$ cat src/rtl/sample_event_monitor.sv
// sample_event_monitor
// Watches the a/b register stage outputs, detects and counts toggles on the
// a and b channels, and checks that a_inv1/a_inv2 stay complementary.
// Every cycle carrying an edge, or the entry into a fault, is queued as one
// record into a small FIFO that is drained through a valid/ready handshake.
// Optional feature macro: SAMPLE_EVT_TIMESTAMP_EN prepends a free-running
// TS_W-bit cycle stamp to each record.
module sample_event_monitor #(
`ifdef SAMPLE_EVT_TIMESTAMP_EN
  parameter int TS_W       = 16,
`endif
  parameter int CNT_W      = 8,
  parameter int ERR_HOLD   = 2,
  parameter int FIFO_DEPTH = 4
) (
  input  logic clk,
  input  logic rst,
  input  logic a_inv1,
  input  logic a_inv2,
  input  logic b_inv1,
  input  logic clr,
  input  logic evt_ready,
  output logic evt_valid,
`ifdef SAMPLE_EVT_TIMESTAMP_EN
  output logic [TS_W+2*CNT_W+2:0] evt_data,
`else
  output logic [2*CNT_W+2:0] evt_data,
`endif
  output logic fault,
  output logic overflow
);

  localparam int AW = $clog2(FIFO_DEPTH);
  localparam logic [3:0] HOLD_MAX = 4'(ERR_HOLD);
`ifdef SAMPLE_EVT_TIMESTAMP_EN
  localparam int DW = TS_W + 2*CNT_W + 3;
`else
  localparam int DW = 2*CNT_W + 3;
`endif

  typedef enum logic [1:0] {
    ST_OK,
    ST_SUSPECT,
    ST_FAULT
  } state_t;

  logic a_s, a2_s, b_s, s_valid;
  logic a, b, a_prev, b_prev, primed;
  logic a_edge_r, b_edge_r, fault_on_r;
  logic mismatch, enter_fault;
  state_t state, next_state;
  logic [3:0] hold_cnt, next_hold;
  logic [CNT_W-1:0] a_cnt, b_cnt, a_cnt_next, b_cnt_next;
  logic push, pop, full, empty, accept;
  logic [AW:0] wr_ptr, rd_ptr;
  logic [DW-1:0] mem [FIFO_DEPTH];
  logic [DW-1:0] record;

  assign a        = a2_s;
  assign b        = ~b_s;
  assign mismatch = (a_s == a2_s);

  // Stage 1: capture the register-stage outputs; reset to a complementary
  // idle pattern so the reset values themselves never look like a mismatch.
  always_ff @(posedge clk or posedge rst) begin
    if (rst) begin
      a_s     <= 1'b1;
      a2_s    <= 1'b0;
      b_s     <= 1'b1;
      s_valid <= 1'b0;
    end else begin
      a_s     <= a_inv1;
      a2_s    <= a_inv2;
      b_s     <= b_inv1;
      s_valid <= 1'b1;
    end
  end

  // Edge detection: the first real sample only seeds the prev registers.
  always_ff @(posedge clk or posedge rst) begin
    if (rst) begin
      primed   <= 1'b0;
      a_prev   <= 1'b0;
      b_prev   <= 1'b0;
      a_edge_r <= 1'b0;
      b_edge_r <= 1'b0;
    end else begin
      primed   <= s_valid;
      a_prev   <= a;
      b_prev   <= b;
      a_edge_r <= primed & (a != a_prev);
      b_edge_r <= primed & (b != b_prev);
    end
  end

  // Fault FSM state register; fault_on pulses for the entry cycle only.
  always_ff @(posedge clk or posedge rst) begin
    if (rst) begin
      state      <= ST_OK;
      hold_cnt   <= 4'd0;
      fault      <= 1'b0;
      fault_on_r <= 1'b0;
    end else begin
      state      <= next_state;
      hold_cnt   <= next_hold;
      fault      <= (next_state == ST_FAULT);
      fault_on_r <= enter_fault;
    end
  end

  // Fault FSM next state: a mismatch must persist ERR_HOLD cycles to fault.
  always_comb begin
    next_state  = state;
    next_hold   = hold_cnt;
    enter_fault = 1'b0;
    case (state)
      ST_OK: begin
        if (mismatch) begin
          if (HOLD_MAX == 4'd1) begin
            next_state  = ST_FAULT;
            enter_fault = 1'b1;
          end else begin
            next_state = ST_SUSPECT;
            next_hold  = 4'd1;
          end
        end
      end
      ST_SUSPECT: begin
        if (mismatch) begin
          next_hold = hold_cnt + 4'd1;
          if (hold_cnt + 4'd1 == HOLD_MAX) begin
            next_state  = ST_FAULT;
            enter_fault = 1'b1;
          end
        end else begin
          next_state = ST_OK;
          next_hold  = 4'd0;
        end
      end
      ST_FAULT: begin
        if (clr && !mismatch) begin
          next_state = ST_OK;
          next_hold  = 4'd0;
        end
      end
      default: begin
        next_state = ST_OK;
        next_hold  = 4'd0;
      end
    endcase
  end

  assign a_cnt_next = a_cnt + CNT_W'(a_edge_r);
  assign b_cnt_next = b_cnt + CNT_W'(b_edge_r);

  // Toggle counters advance on every edge, even when the record is dropped.
  always_ff @(posedge clk or posedge rst) begin
    if (rst) begin
      a_cnt <= '0;
      b_cnt <= '0;
    end else begin
      a_cnt <= a_cnt_next;
      b_cnt <= b_cnt_next;
    end
  end

`ifdef SAMPLE_EVT_TIMESTAMP_EN
  logic [TS_W-1:0] ts_cnt;

  // Free-running cycle stamp, wraps naturally.
  always_ff @(posedge clk or posedge rst) begin
    if (rst) ts_cnt <= '0;
    else     ts_cnt <= ts_cnt + 1'b1;
  end

  assign record = {ts_cnt, a_edge_r, b_edge_r, fault_on_r, a_cnt_next, b_cnt_next};
`else
  assign record = {a_edge_r, b_edge_r, fault_on_r, a_cnt_next, b_cnt_next};
`endif

  assign push      = a_edge_r | b_edge_r | fault_on_r;
  assign empty     = (wr_ptr == rd_ptr);
  assign full      = (wr_ptr[AW] != rd_ptr[AW]) && (wr_ptr[AW-1:0] == rd_ptr[AW-1:0]);
  assign evt_valid = ~empty;
  assign pop       = evt_valid & evt_ready;
  assign accept    = push & (~full | pop);
  assign evt_data  = evt_valid ? mem[rd_ptr[AW-1:0]] : '0;

  // FIFO pointers and sticky overflow; a new drop wins over a same-cycle clr.
  always_ff @(posedge clk or posedge rst) begin
    if (rst) begin
      wr_ptr   <= '0;
      rd_ptr   <= '0;
      overflow <= 1'b0;
    end else begin
      if (accept) wr_ptr <= wr_ptr + 1'b1;
      if (pop)    rd_ptr <= rd_ptr + 1'b1;
      overflow <= (push & full & ~pop) | (overflow & ~clr);
    end
  end

  // FIFO storage; contents are never visible while the FIFO is empty.
  always_ff @(posedge clk) begin
    if (accept) mem[wr_ptr[AW-1:0]] <= record;
  end

endmodule

$ cat config.mk
export PLATFORM = sky130hd
export DESIGN_NAME = sample_event_monitor
export DESIGN_NICKNAME = d
export VERILOG_FILES = /design/src/rtl/sample_event_monitor.sv
export SDC_FILE = /design/constraint.sdc
export NUM_CORES = 1
export LEC_CHECK = 0
export ABC_AREA = 1
export CAP_MARGIN = 20
export CORE_ASPECT_RATIO = 1.4
export CORE_MARGIN = 2
export CORE_UTILIZATION = 36
export DETAILED_ROUTE_END_ITERATION = 10
export DONT_BUFFER_PORTS = 1
export PLACE_DENSITY = 0.51
export SETUP_SLACK_MARGIN = 0.05
export SYNTH_ARGS = -nofsm -noshare
export SYNTH_HDL_FRONTEND = slang
export SYNTH_SLANG_ARGS = --single-unit
$ cat constraint.sdc
create_clock -name clk -period 4.15 [get_ports clk]
set_input_delay 0.83 -clock clk [delete_from_list [all_inputs] [get_ports clk]]
set_output_delay 0.83 -clock clk [all_outputs]
set_load 0.1 [all_outputs]
==> flow_summary.yaml, run 1 <==
run_status:
  status: "finished, final reports clean"
job:
  max-cap-violations: 0
clock_tree:
  cts_tree: "done"
  cts_sinks: 116
  cts_setup_buffers: 0
  cts-resized-gates: 0
  cts_inserted_buffers: 17
  cts_htree_levels: 4
  clk_pin_slew_ns: 0.05
  clk_latency_ns: 0.40
  cts_hold_buffers: 0
  cts_root_buffer: "clkbuf_16"
  cts_buffer_depth: 2
global_route:
  grt_antenna_before_repair: 0
  track_usage_pct: 14.1
  grt.overflow.total: 0
  grt_pass1_vias: 2952
  grt_max_degree: 41
  grt_pass1_wl_um: 14800
synthesis:
  yosysTopAreaCell: "edfxtp_1"
  synth.ff_latch_count: 116
  netlist_instances: 410
  synthTopCellsByArea: "edfxtp_1, dfrtp_1, nand2_1, nor2_1, o21ai_0"
  synth_warnings: 0
  synth_area_mm2: 0.00474
  syn_avg_cell_area_um2: 11.6
  syn_nets: 428
  ys_types: 29
  netlist.area_leader.share_pct: 48.2
  ys_seq_area_share_pct: 69.3
worst_setup_path:
  cp-start-kind: "flop"
  critical_path.max_fanout: 24
  reg2regPathDepth: 8
  required_ns: 3.32
  worstPathArrival_ns: 2.44
  criticalPathCategory: "flop to primary output"
  cp-end-kind: "primary output"
sta:
  worst_slack_ns: 0.877
  finalCritPeriodShare_pct: 78.9
  clock_skew_ns: 0.00753
  rsz0062_at_grt: "false"
  fmax_mhz: 306
  setup_violations: 0
  finalSetupTns_ns: 0
  worstMarginPinSlew_ns: 0.900
  slew_headroom_pct: 40.0
  hold_violations: 0
  min_period_ns: 3.27
  finalMaxSlewViolations: 0
hold_path:
  hold_path.class: "flop to flop"
  min_path_cells: 0
drt:
  viasPerCell: 4.75
  vias: 2893
  first_pass_iters: 4
  drt-initial-drc-count: 101
  drc: 0
  ant_nets: 0
  routed_wl_um: 9060
  detail_route.wl_per_cell_um: 14.9
floorplanning:
  dieHeight_um: 140
  num_io_pins: 29
  die_x_um: 101
  die-area_mm2: 0.0141
  core-area_mm2: 0.0129
  start_util_pct: 36.8
  rows: 49
cells_and_area:
  nNetsFinal: 461
  area_delta_synth_final_pct: 21.0
  drive_gt1_share_pct: 13.8
  antenna-diode-count: 0
placed_design:
  gp_congestion: 0.712
  hpwl_um: 5440
  dp_slack_ns: 1.30
  port_buffers: 0
## path summary, 6_finish.rpt
path                                  startpoint                 endpoint  slack [ns]
max                        rd_ptr[0]$_DFFE_PP0P_             evt_data[18]        0.88
min                            s_valid$_DFF_PP0_         primed$_DFF_PP0_        0.35
max reg2reg                rd_ptr[0]$_DFFE_PP0P_      mem[0][3]$_DFFE_PP_        1.95
min reg2reg                    s_valid$_DFF_PP0_         primed$_DFF_PP0_        0.35
max in group asynchronous                    rst            b_s$_DFF_PP1_        3.33
min in group asynchronous                    rst  hold_cnt[0]$_DFFE_PP0P_        0.44
## critical path, cell delays in order (launching register included)
cell and delay, ns:
dfrtp_1 0.67, inv_2 0.24, nand2_1 0.12, nand2_1 0.09, nor2_4 0.11, nand2_2 0.33
nand2_1 0.21, inv_1 0.05, buf_4 0.23
## per-layer routing
layer | vias to the layer above | wire length (um) | GRT usage, %
li1 | 1440 | - | -
met2 | 42 | 4740 | 24.2
met3 | 8 | 218 | 4.57
met5 | - | 0 | 0
met4 | 0 | 115 | 4.55
met1 | 1403 | 3990 | 16.5
## flip-flops by register name, summed over array words and instances (netlist names), 2 cells and up
register,cells
a_cnt,8
b_cnt,8
hold_cnt,4
mem,76
rd_ptr,3
state,2
wr_ptr,3
## placed cells by master (no fill, tap or decap), drive strengths merged
cell       n
bufinv     3
xor2      12
xnor2      3
or3        1
o211ai     1
nand3     13
o21ai     40
dfrtp     38
dfstp      2
nand3b     1
clkinvlp   2
clkinv     6
conb       1
a21oi      2
nor3       1
nor2      52
buf       28
clkbuf    22
nand2     73
nand2b     1
inv       46
ha        11
edfxtp    76
o22ai     19
nand4      2
## Yosys cell counts
cell and number:
inv_1 44, o22ai_1 19, dfrtp_1 38, xor2_1 12, nand2_1 71, nand2b_1 1, nand2_2 2, nand4_1 2
nor2_1 51, buf_6 2, clkbuf_1 5, nand3_1 13, o211ai_1 1, nor2_4 1, o21ai_1 2, inv_2 3
buf_4 3, conb_1 1, buf_2 3, a21oi_1 2, ha_1 11, nor3_1 1, nand3b_1 1, or3_1 1
buf_1 1, edfxtp_1 76, o21ai_0 38, dfstp_2 2, xnor2_1 3
## kinds of logic after synthesis
kind of cell    after synthesis  synth area share, %
compound gates               62                 7.10
flops                       116                 69.3
simple gates                144                 12.3
buf+inv                      61                 5.47
fa+ha+maj                    11                 2.90
xor+xnor                     15                 2.77
other cells                   1               0.0791
## through the flow
| step | utilization [%] | cell area (um^2) | instances | hold WS [ns] |
|---|---|---|---|---|
| global route | 44.5 | 5730 | 609 | 0.356 |
| CTS | 44.5 | 5730 | 609 | 0.345 |
| detailed placement | 40.0 | 5140 | 577 | 0.337 |
| floorplan | - | 4740 | 410 | 0.331 |
| global placement | 40.0 | 5140 | 577 | 0.333 |
| finish | 44.5 | 5730 | 609 | 0.347 |
## layout make-up
cell class                 count  area [um^2]
fill                        1170         7140
sequential                   116         3290
multi-input combinational    233         1190
clock buffer                  22          454
timing repair buffer          28          298
tap                          153          191
inverter                      47          176
clock inverter                10          133
Power of run 1 is not shown: default switching activity piles up to over one toggle a cycle in this logic, so the estimate is an artifact.
==> inputs of run 2 (changes only) <==
PLACE_DENSITY = 0.53   (was 0.51)
clock period = 2.9 ns   (was 4.15 ns; I/O delays follow)
==> run 2 against run 1 <==
Net effect:
- critical path depth unchanged
- register-to-register slack got worse by 0.92 ns
- die area unchanged
- final area increased by 3.5%
- clock-buffer cell count decreased by 3
- wire length increased by 3.4%
- non-clock buffer count increased by 2
- worst hold slack got worse by 0.20 ns
- setup slack got worse by 0.62 ns
- core utilization increased by 1.5 points
- critical path type unchanged
==> flow_summary.yaml, run 2 (synthesis gave the netlist of run 1 again) <==
worst_setup_path:
  rrSetupSlack_ns: 1.03
  cpPeakStageDelay_ns: 0.35
  worstPathArrival_ns: 2.06
  worstPathCellList: "buf_4 -> inv_2 -> buf_6 -> o21ai_0 -> o22ai_1 -> nand2_1 -> inv_1 -> buf_12"
  criticalPathCategory: "flop to primary output"
  crit_buf_inv: 5
  critPathSlowestCell: "dfrtp_1"
  critical_path.max_fanout: 39
  required_ns: 2.32
  cp-start-kind: "flop"
  cp_top_family: "buffers and inverters"
  cp-end-kind: "primary output"
cells_and_area:
  largest_register_ffs: 76
  nFillCells: 1169
  drive_gt1_share_pct: 14.8
  seq_area_mm2: 0.00329
  nNetsFinal: 463
  area_delta_synth_final_pct: 25.2
  final_cell_mix: "edfxtp_1, nand2_1, nor2_1"
  antenna-diode-count: 0
  fin_area_mm2: 0.00593
  multiInputGateArea_mm2: 0.00119
  final_common_cell: "edfxtp_1"
clock_tree:
  cts_setup_buffers: 0
  cts_htree_levels: 4
  cts_buffer_depth: 2
  cts_inserted_buffers: 17
  cts_root_buffer: "clkbuf_16"
  cts_tree: "done"
  clk_pin_slew_ns: 0.06
  cts_sinks: 116
  clk_latency_ns: 0.41
drt:
  routed_wl_um: 9370
  drc: 0
  ant_nets: 0
  top_layer_used: "met4"
  viasPerCell: 4.86
  vias: 2972
  first_pass_iters: 4
  wl_met2_um: 5090
  met3_length_um: 433
  drt-initial-drc-count: 124
  detail_route.wl_per_cell_um: 15.3
  wl_met1_um: 3720
sta:
  worst_slack_ns: 0.259
  hold_violations: 0
  fmax_mhz: 379
  setup_violations: 0
  rsz0062_at_grt: "false"
  slew_headroom_pct: 39.0
  min_period_ns: 2.64
  clock_skew_ns: 0.0105
  finalSetupTns_ns: 0
  worstMarginPinSlew_ns: 0.909
  finalCritPeriodShare_pct: 91.1
  finalMaxSlewViolations: 0
floorplanning:
  dieHeight_um: 140
  core-area_mm2: 0.0129
  rows: 49
  start_util_pct: 36.8
  num_io_pins: 29
  die-area_mm2: 0.0141
  die_x_um: 101
global_route:
  track_usage_pct: 14.6
  grt_pass1_wl_um: 15600
  grt_pass1_vias: 3064
  grt_max_degree: 40
  grt.overflow.total: 0
  grt_antenna_before_repair: 0
placed_design:
  port_buffers: 0
  place_area_mm2: 0.00531
  dp_slack_ns: 0.616
  gp_congestion: 0.792
  hpwl_um: 5540
hold_path:
  hold_path.class: "input port to asynchronous set/reset pin"
job:
  max-cap-violations: 0
run_status:
  status: "finished, final reports clean"
run 2: changes by cell type in the layout (fill, tap and decap cells not counted):
| cell | change |
|---|---|
| buf_6 | +1 |
| buf_4 | -11 |
| buf_12 | +12 |
| clkinv_4 | +1 |
| clkinv_1 | -1 |
| inv_6 | +1 |
| bufinv_16 | +1 |
| clkinvlp_4 | +1 |
| clkbuf_8 | -1 |
| clkbuf_1 | -2 |
run 2: per-layer routing:
metal,GRT usage [%],vias up
met1,17.0,1464
met2,25.2,53
met4,5.55,0
met5,0,-
li1,-,1444
met3,4.22,11
run 2: final cells by class:
cell class | count | area share (%)
Timing Repair Buffer | 30 | 7.87
Multi-Input combinational cell | 233 | 20.1
Sequential cell | 116 | 55.4
Clock inverter | 13 | 3.10
Inverter | 47 | 2.97
Clock buffer | 19 | 7.30
Tap cell | 153 | 3.23
run 2: worst reg2reg max path, cell delays in order, from the launching register on:
cell     delay (ns)
dfrtp_1        0.35
buf_4          0.19
inv_2          0.08
nand2_1        0.04
nand2_1        0.10
nor2_4         0.05
nand2_1        0.13
nand2_2        0.13
nor2_1         0.13
buf_4          0.33
run 2: final timing paths:
| check | to | start | cells after the start |
|---|---|---|---|
| max in group asynchronous | b_s$_DFF_PP1_ | rst | 2 |
| worst max-delay path | evt_data[17] | rd_ptr[0]$_DFFE_PP0P_ | 8 |
| worst min-delay path | b_cnt[6]$_DFF_PP0_ | rst | 1 |
| worst max register to register | mem[2][14]$_DFFE_PP_ | rd_ptr[0]$_DFFE_PP0P_ | 9 |
| worst min register to register | primed$_DFF_PP0_ | s_valid$_DFF_PP0_ | 0 |
| min in group clk | a_s$_DFF_PP1_ | a_inv1 | 0 |
run 2: per-stage QoR:
step | hold WS [ns] | utilization [%] | cells
after floorplan | 0.331 | - | 410
after global placement | 0.337 | 41.2 | 579
after detailed placement | 0.335 | 41.2 | 579
after CTS | 0.148 | 46.0 | 611
after global routing | 0.154 | 46.1 | 611
final | 0.146 | 46.1 | 611
run 2: timing repair:
action | in CTS | in global routing
hold buffers | 0 | 0
gates resized for setup | 0 | 1
setup endpoints to repair | 0 | 1
Power of run 2 is left out for the same reason.
==> inputs of run 3 (changes only) <==
SLEW_MARGIN = 10   (was default)
==> results of run 3 <==
Final layout, timing and power as in run 2 (identical DEF).
Power of run 3 is left out for the same reason.
==> RTL edit 1: new RTL, config.mk and constraints of run 3 <==
Encoding of `state_t`: now one-hot (3 bits for 3 states).
--- a/src/rtl/sample_event_monitor.sv
+++ b/src/rtl/sample_event_monitor.sv
@@ -40,6 +40,6 @@
 
-  typedef enum logic [1:0] {
-    ST_OK,
-    ST_SUSPECT,
-    ST_FAULT
+  typedef enum logic [2:0] {
+    ST_OK      = 3'b001,
+    ST_SUSPECT = 3'b010,
+    ST_FAULT   = 3'b100
   } state_t;
Check against the original RTL: same outputs for any inputs over 10 cycles, from zero or initial values and one cycle with rst high; not proved beyond that.
==> RTL edit 1 against run 3 <==
Sequential share of layout area decreased by 0.12 points; highest routed layer unchanged; worst setup slack improved by 0.044 ns; sequential cell count increased by 1; first-iteration DRC count increased by 27%; routed wire length decreased by 5.3%; cell area increased by 1.0%; largest cell class unchanged; area after synthesis increased by 1.5%.
Power is not shown: default switching activity piles up to over one toggle a cycle in this logic, so the estimate is an artifact.
==> RTL edit 1: results (changes against run 3) <==
[placed_design]
routabilityCongestion = 0.761  ; was 0.792
place_ws_ns = 0.670  ; was 0.616 ns
dp_hpwl_um = 5340  ; was 5540 um

[global_route]
grtUsageTotal_pct = 13.9  ; was 14.6%
grt_start_max_net_pins = 41  ; was 40
grt_pass1_wl_um = 14600  ; was 15600 um

[logic_synthesis]
synthTopCellsByCount = edfxtp_1 (76), nand2_1 (69), nor2_1 (48)  ; was edfxtp_1 (76), nand2_1 (71), nor2_1 (51)
synthArstFlopShare_pct = 35.0  ; was 34.5%
yosysUniqueCellTypes = 27  ; was 29
synthesis.nets = 438  ; was 428
seq_area_frac_synth_pct = 68.8  ; was 69.3%
synth.area.top_cells = edfxtp_1 (47%), dfrtp_1 (20%), nand2_1 (5.4%)  ; was edfxtp_1 (48%), dfrtp_1 (20%), nand2_1 (5.6%)

[status]
status = finished clean  ; unchanged

[drt]
viasPerCell = 4.61  ; was 4.86
drt-total-wl_um = 8870  ; was 9370 um
dr.first_iter.drc_count = 157  ; was 124

[final_layout]
fill_cells = 1181  ; was 1169
final_layout_size_suffix_gt1_share_pct = 14.8  ; about the same
largest_reg_flops = 76  ; unchanged
antenna_cells = 0  ; unchanged
fin_nets = 472  ; was 463

[timing]
worstMarginPinSlew_ns = 0.893  ; was 0.909 ns
finClkSkew_ns = 0.00651  ; was 0.0105 ns

[clocking]
root_buffer = clkbuf_16  ; unchanged

[critical_path]
slowest_delay_ns = 0.42  ; was 0.35 ns
worstPathMaxFanout = 24  ; was 39

-- RTL edit 1: changes by cell type after synthesis, sizes merged, moves of 2 or more --
cell   before  now
nand3      13   20
o21ai      40   44
inv        47   50
nand2      73   71
nand4       2    0
nor2       52   50
nor3        1    3
-- RTL edit 1: worst max-delay path, delay by kind of cell (launching register included) --
kind	cells	cell delay (ns)
buffers and inverters	3	0.44
DFF	1	0.42
and+or+nand+nor	5	0.74
-- RTL edit 1: area by class of cell --
cell class,count,share of cell area [%]
sequential,117,55.3
multi-input combinational,239,20.5
timing repair buffer,29,7.60
clock buffer,17,7.10
tap,182,3.80
inverter,50,3.13
clock inverter,15,2.57
-- RTL edit 1: final timing paths --
path | from | endpoint | slack, ns | cells after the start
setup reg to reg | wr_ptr[0]$_DFFE_PP0P_ | mem[0][15]$_DFFE_PP_ | 1.08 | 8
setup / recovery | wr_ptr[0]$_DFFE_PP0P_ | evt_data[16] | 0.30 | 8
hold / removal | rst | a$_DFF_PP0_ | 0.10 | 1
hold reg to reg | s_valid$_DFF_PP0_ | primed$_DFF_PP0_ | 0.35 | 0
min in group clk | a_inv1 | a_s$_DFF_PP1_ | 0.17 | 0
max in group asynchronous | rst | a_cnt[5]$_DFF_PP0_ | 2.12 | 2
-- RTL edit 1: cell families (layout without fill, tap and decap cells) --
| family | Yosys count | count (layout) | share of synthesized area [%] |
|---|---|---|---|
| adder cells (fa/ha/maj) | 11 | 11 | 2.86 |
| other | 1 | 1 | 0.0779 |
| AND/OR/NAND/NOR | 146 | 146 | 12.4 |
| flip-flops | 117 | 117 | 68.8 |
| XOR/XNOR | 16 | 16 | 2.91 |
| AO/OA/AOI/OAI | 65 | 65 | 7.26 |
| buffers and inverters | 64 | 111 | 5.62 |
-- RTL edit 1: through the flow --
step | hold WS [ns] | area [um2] | util [%] | instances
floorplan | 0.331 | 4810 | - | 420
global placement | 0.336 | 5410 | 41.0 | 617
detailed placement | 0.338 | 5410 | 41.0 | 617
CTS | 0.112 | 5990 | 45.4 | 649
global route | 0.140 | 5990 | 45.4 | 649
finish | 0.100 | 5990 | 45.4 | 649
-- RTL edit 1: metal layers --
layer | vias up | share of wire [%] | track usage, %
li1 | 1479 | - | -
met1 | 1437 | 40 | 15.4
met2 | 58 | 54 | 23.8
met3 | 16 | 3.7 | 4.26
met4 | 0 | 2.1 | 6.61
met5 | - | 0 | 0
==> RTL edit 2: new RTL, flow settings as in run 3 <==
Without the edit above. `CNT_W`: 8 -> 10.
--- a/src/rtl/sample_event_monitor.sv
+++ b/src/rtl/sample_event_monitor.sv
@@ -11,3 +11,3 @@
 `endif
-  parameter int CNT_W      = 8,
+  parameter int CNT_W      = 10,
   parameter int ERR_HOLD   = 2,
Ports: changed (resized evt_data); port bits go from 29 to 33. The function was not compared with the original's and may differ.
==> RTL edit 2 against run 3 <==
Cell area is 9.9% higher; worst setup slack worse by 0.097 ns; area after synthesis is 18% higher; sequential cell count is 20 higher; synthesized cell count is 16% higher; die area is 17% higher; routed wire length is 15% higher; critical path depth is 1 lower.
Power is left out: the tool's default activity adds up to more than one toggle a clock period on the data nets, which glitch-free logic cannot reach.
==> RTL edit 2: results (changes against run 3) <==
[critical_path]
crit_arrival_ns = 2.16  ; was 2.06 ns
critical-path-top-delay-family = simple AND/OR/NAND/NOR gates  ; was buffers and inverters
cp_slowest_cell = dfrtp_1  ; unchanged
crit_path_start = rd_ptr[0]$_DFFE_PP0P_  ; unchanged
worstPathMaxFanout = 28  ; was 39
reg2reg_from = rd_ptr[0]$_DFFE_PP0P_  ; unchanged
slowest_delay_ns = 0.43  ; was 0.35 ns

[logic_synthesis]
synthTopCellsByCount = edfxtp_1 (92), nand2_1 (65), nor2_1 (57)  ; was edfxtp_1 (76), nand2_1 (71), nor2_1 (51)
synthArstFlopShare_pct = 32.4  ; was 34.5%
synth-edff-count = 92  ; was 76
synthesis.nets = 493  ; was 428
synth.area.top_cells = edfxtp_1 (50%), dfrtp_1 (19%), nand2_1 (4.4%)  ; was edfxtp_1 (48%), dfrtp_1 (20%), nand2_1 (5.6%)
syn_inst = 475  ; was 410
ys_warn_count = 0  ; unchanged
synth_flop_cell = edfxtp_1  ; unchanged
seq_area_frac_synth_pct = 69.4  ; was 69.3%
yosysUniqueCellTypes = 29  ; unchanged

[placed_design]
io_buffers = 0  ; unchanged
dp_hpwl_um = 6620  ; was 5540 um
place_ws_ns = 0.474  ; was 0.616 ns
dpl_cell_area_mm2 = 0.00590  ; was 0.00531 mm2
routabilityCongestion = 0.748  ; was 0.792
dp_cells = 665  ; was 579

[clocking]
htreeDepth = 4  ; unchanged
cts_resized = 1  ; was 0
cts.clk_slew.worst_paths_ns = 0.05
root_buffer = clkbuf_16  ; unchanged
clock_latency_ns = 0.41  ; about the same
cts-buffers-inserted = 17  ; unchanged
cts_setup_buffers = 0  ; unchanged
clock_path_buffers = 2  ; unchanged

[final_layout]
largest_reg_flops = 92  ; was 76
final_layout_size_suffix_gt1_share_pct = 17.8  ; was 14.8%
layoutNonFillerInstCount = 698  ; was 611
antenna_cells = 0  ; unchanged
fill_cells = 1377  ; was 1169
fin_nets = 511  ; was 463

[timing]
whs_ns = 0.0413  ; was 0.146 ns
slew_headroom_pct = 40.3  ; was 39.0%
finClkSkew_ns = 0.00609  ; was 0.0105 ns

[drt]
postRouteAntennaNets = 0  ; unchanged
first_pass_iters = 4  ; unchanged
drt-total-wl_um = 10800  ; was 9370 um
viasPerCell = 4.86  ; about the same
dr.first_iter.drc_count = 167  ; was 124

[global_route]
grt_pass1_wl_um = 17800  ; was 15600 um
grtUsageTotal_pct = 14.7  ; was 14.6%
antenna_found_initial = 0  ; unchanged
grt_start_max_net_pins = 45  ; was 40
grt_pass1_vias = 3504  ; was 3064

[status]
status = finished clean  ; unchanged

[worst_hold_path]
min-delay-path-class = in2async  ; unchanged

-- RTL edit 2: cell count changes after synthesis, moves of 4 or more --
cell / run 3 / this run
buf_2: 3 / 8
dfrtp_1: 38 / 42
edfxtp_1: 76 / 92
inv_1: 44 / 29
inv_2: 3 / 23
nand2_1: 71 / 65
nand2_2: 2 / 13
nand3_1: 13 / 18
nor2_1: 51 / 57
o21ai_0: 38 / 48
o22ai_1: 19 / 23
-- RTL edit 2: layer usage --
layer  wire length (um)  GRT usage (%)  vias up
met5                  0              0        -
met3                268           3.49       17
met2               5720           25.9       53
li1                   -              -     1640
met4                214           6.47        0
met1               4590           16.8     1682
-- RTL edit 2: layout make-up --
cell class / instances / area (um2) / area share, %
inverters: 53 / 223 / 3.42
well taps: 192 / 240 / 3.69
flip-flops and latches: 136 / 3870 / 59.3
clock inverters: 14 / 134 / 2.05
repair buffers: 15 / 191 / 2.94
multi-input cells: 270 / 1430 / 22.0
clock buffers: 18 / 429 / 6.59
-- RTL edit 2: final timing paths --
| path | cells after the start | end | slack [ns] |
|---|---|---|---|
| max in group asynchronous | 2 | b_s$_DFF_PP1_ | 2.30 |
| setup reg to reg | 8 | mem[1][19]$_DFFE_PP_ | 0.85 |
| hold / removal | 1 | b_cnt[3]$_DFF_PP0_ | 0.04 |
| hold reg to reg | 0 | primed$_DFF_PP0_ | 0.35 |
| min in group clk | 0 | a_s$_DFF_PP1_ | 0.16 |
| setup / recovery | 7 | evt_data[7] | 0.16 |
-- RTL edit 2: cell families (layout without fill, tap and decap cells) --
group	Yosys count	after routing	synth area share, %
AO/OA/AOI/OAI	77	77	7.48
adder cells (fa/ha/maj)	11	11	2.47
AND/OR/NAND/NOR	164	164	12.8
flip-flops	136	136	69.4
buffers and inverters	69	100	5.10
other	1	1	0.0673
XOR/XNOR	17	17	2.67
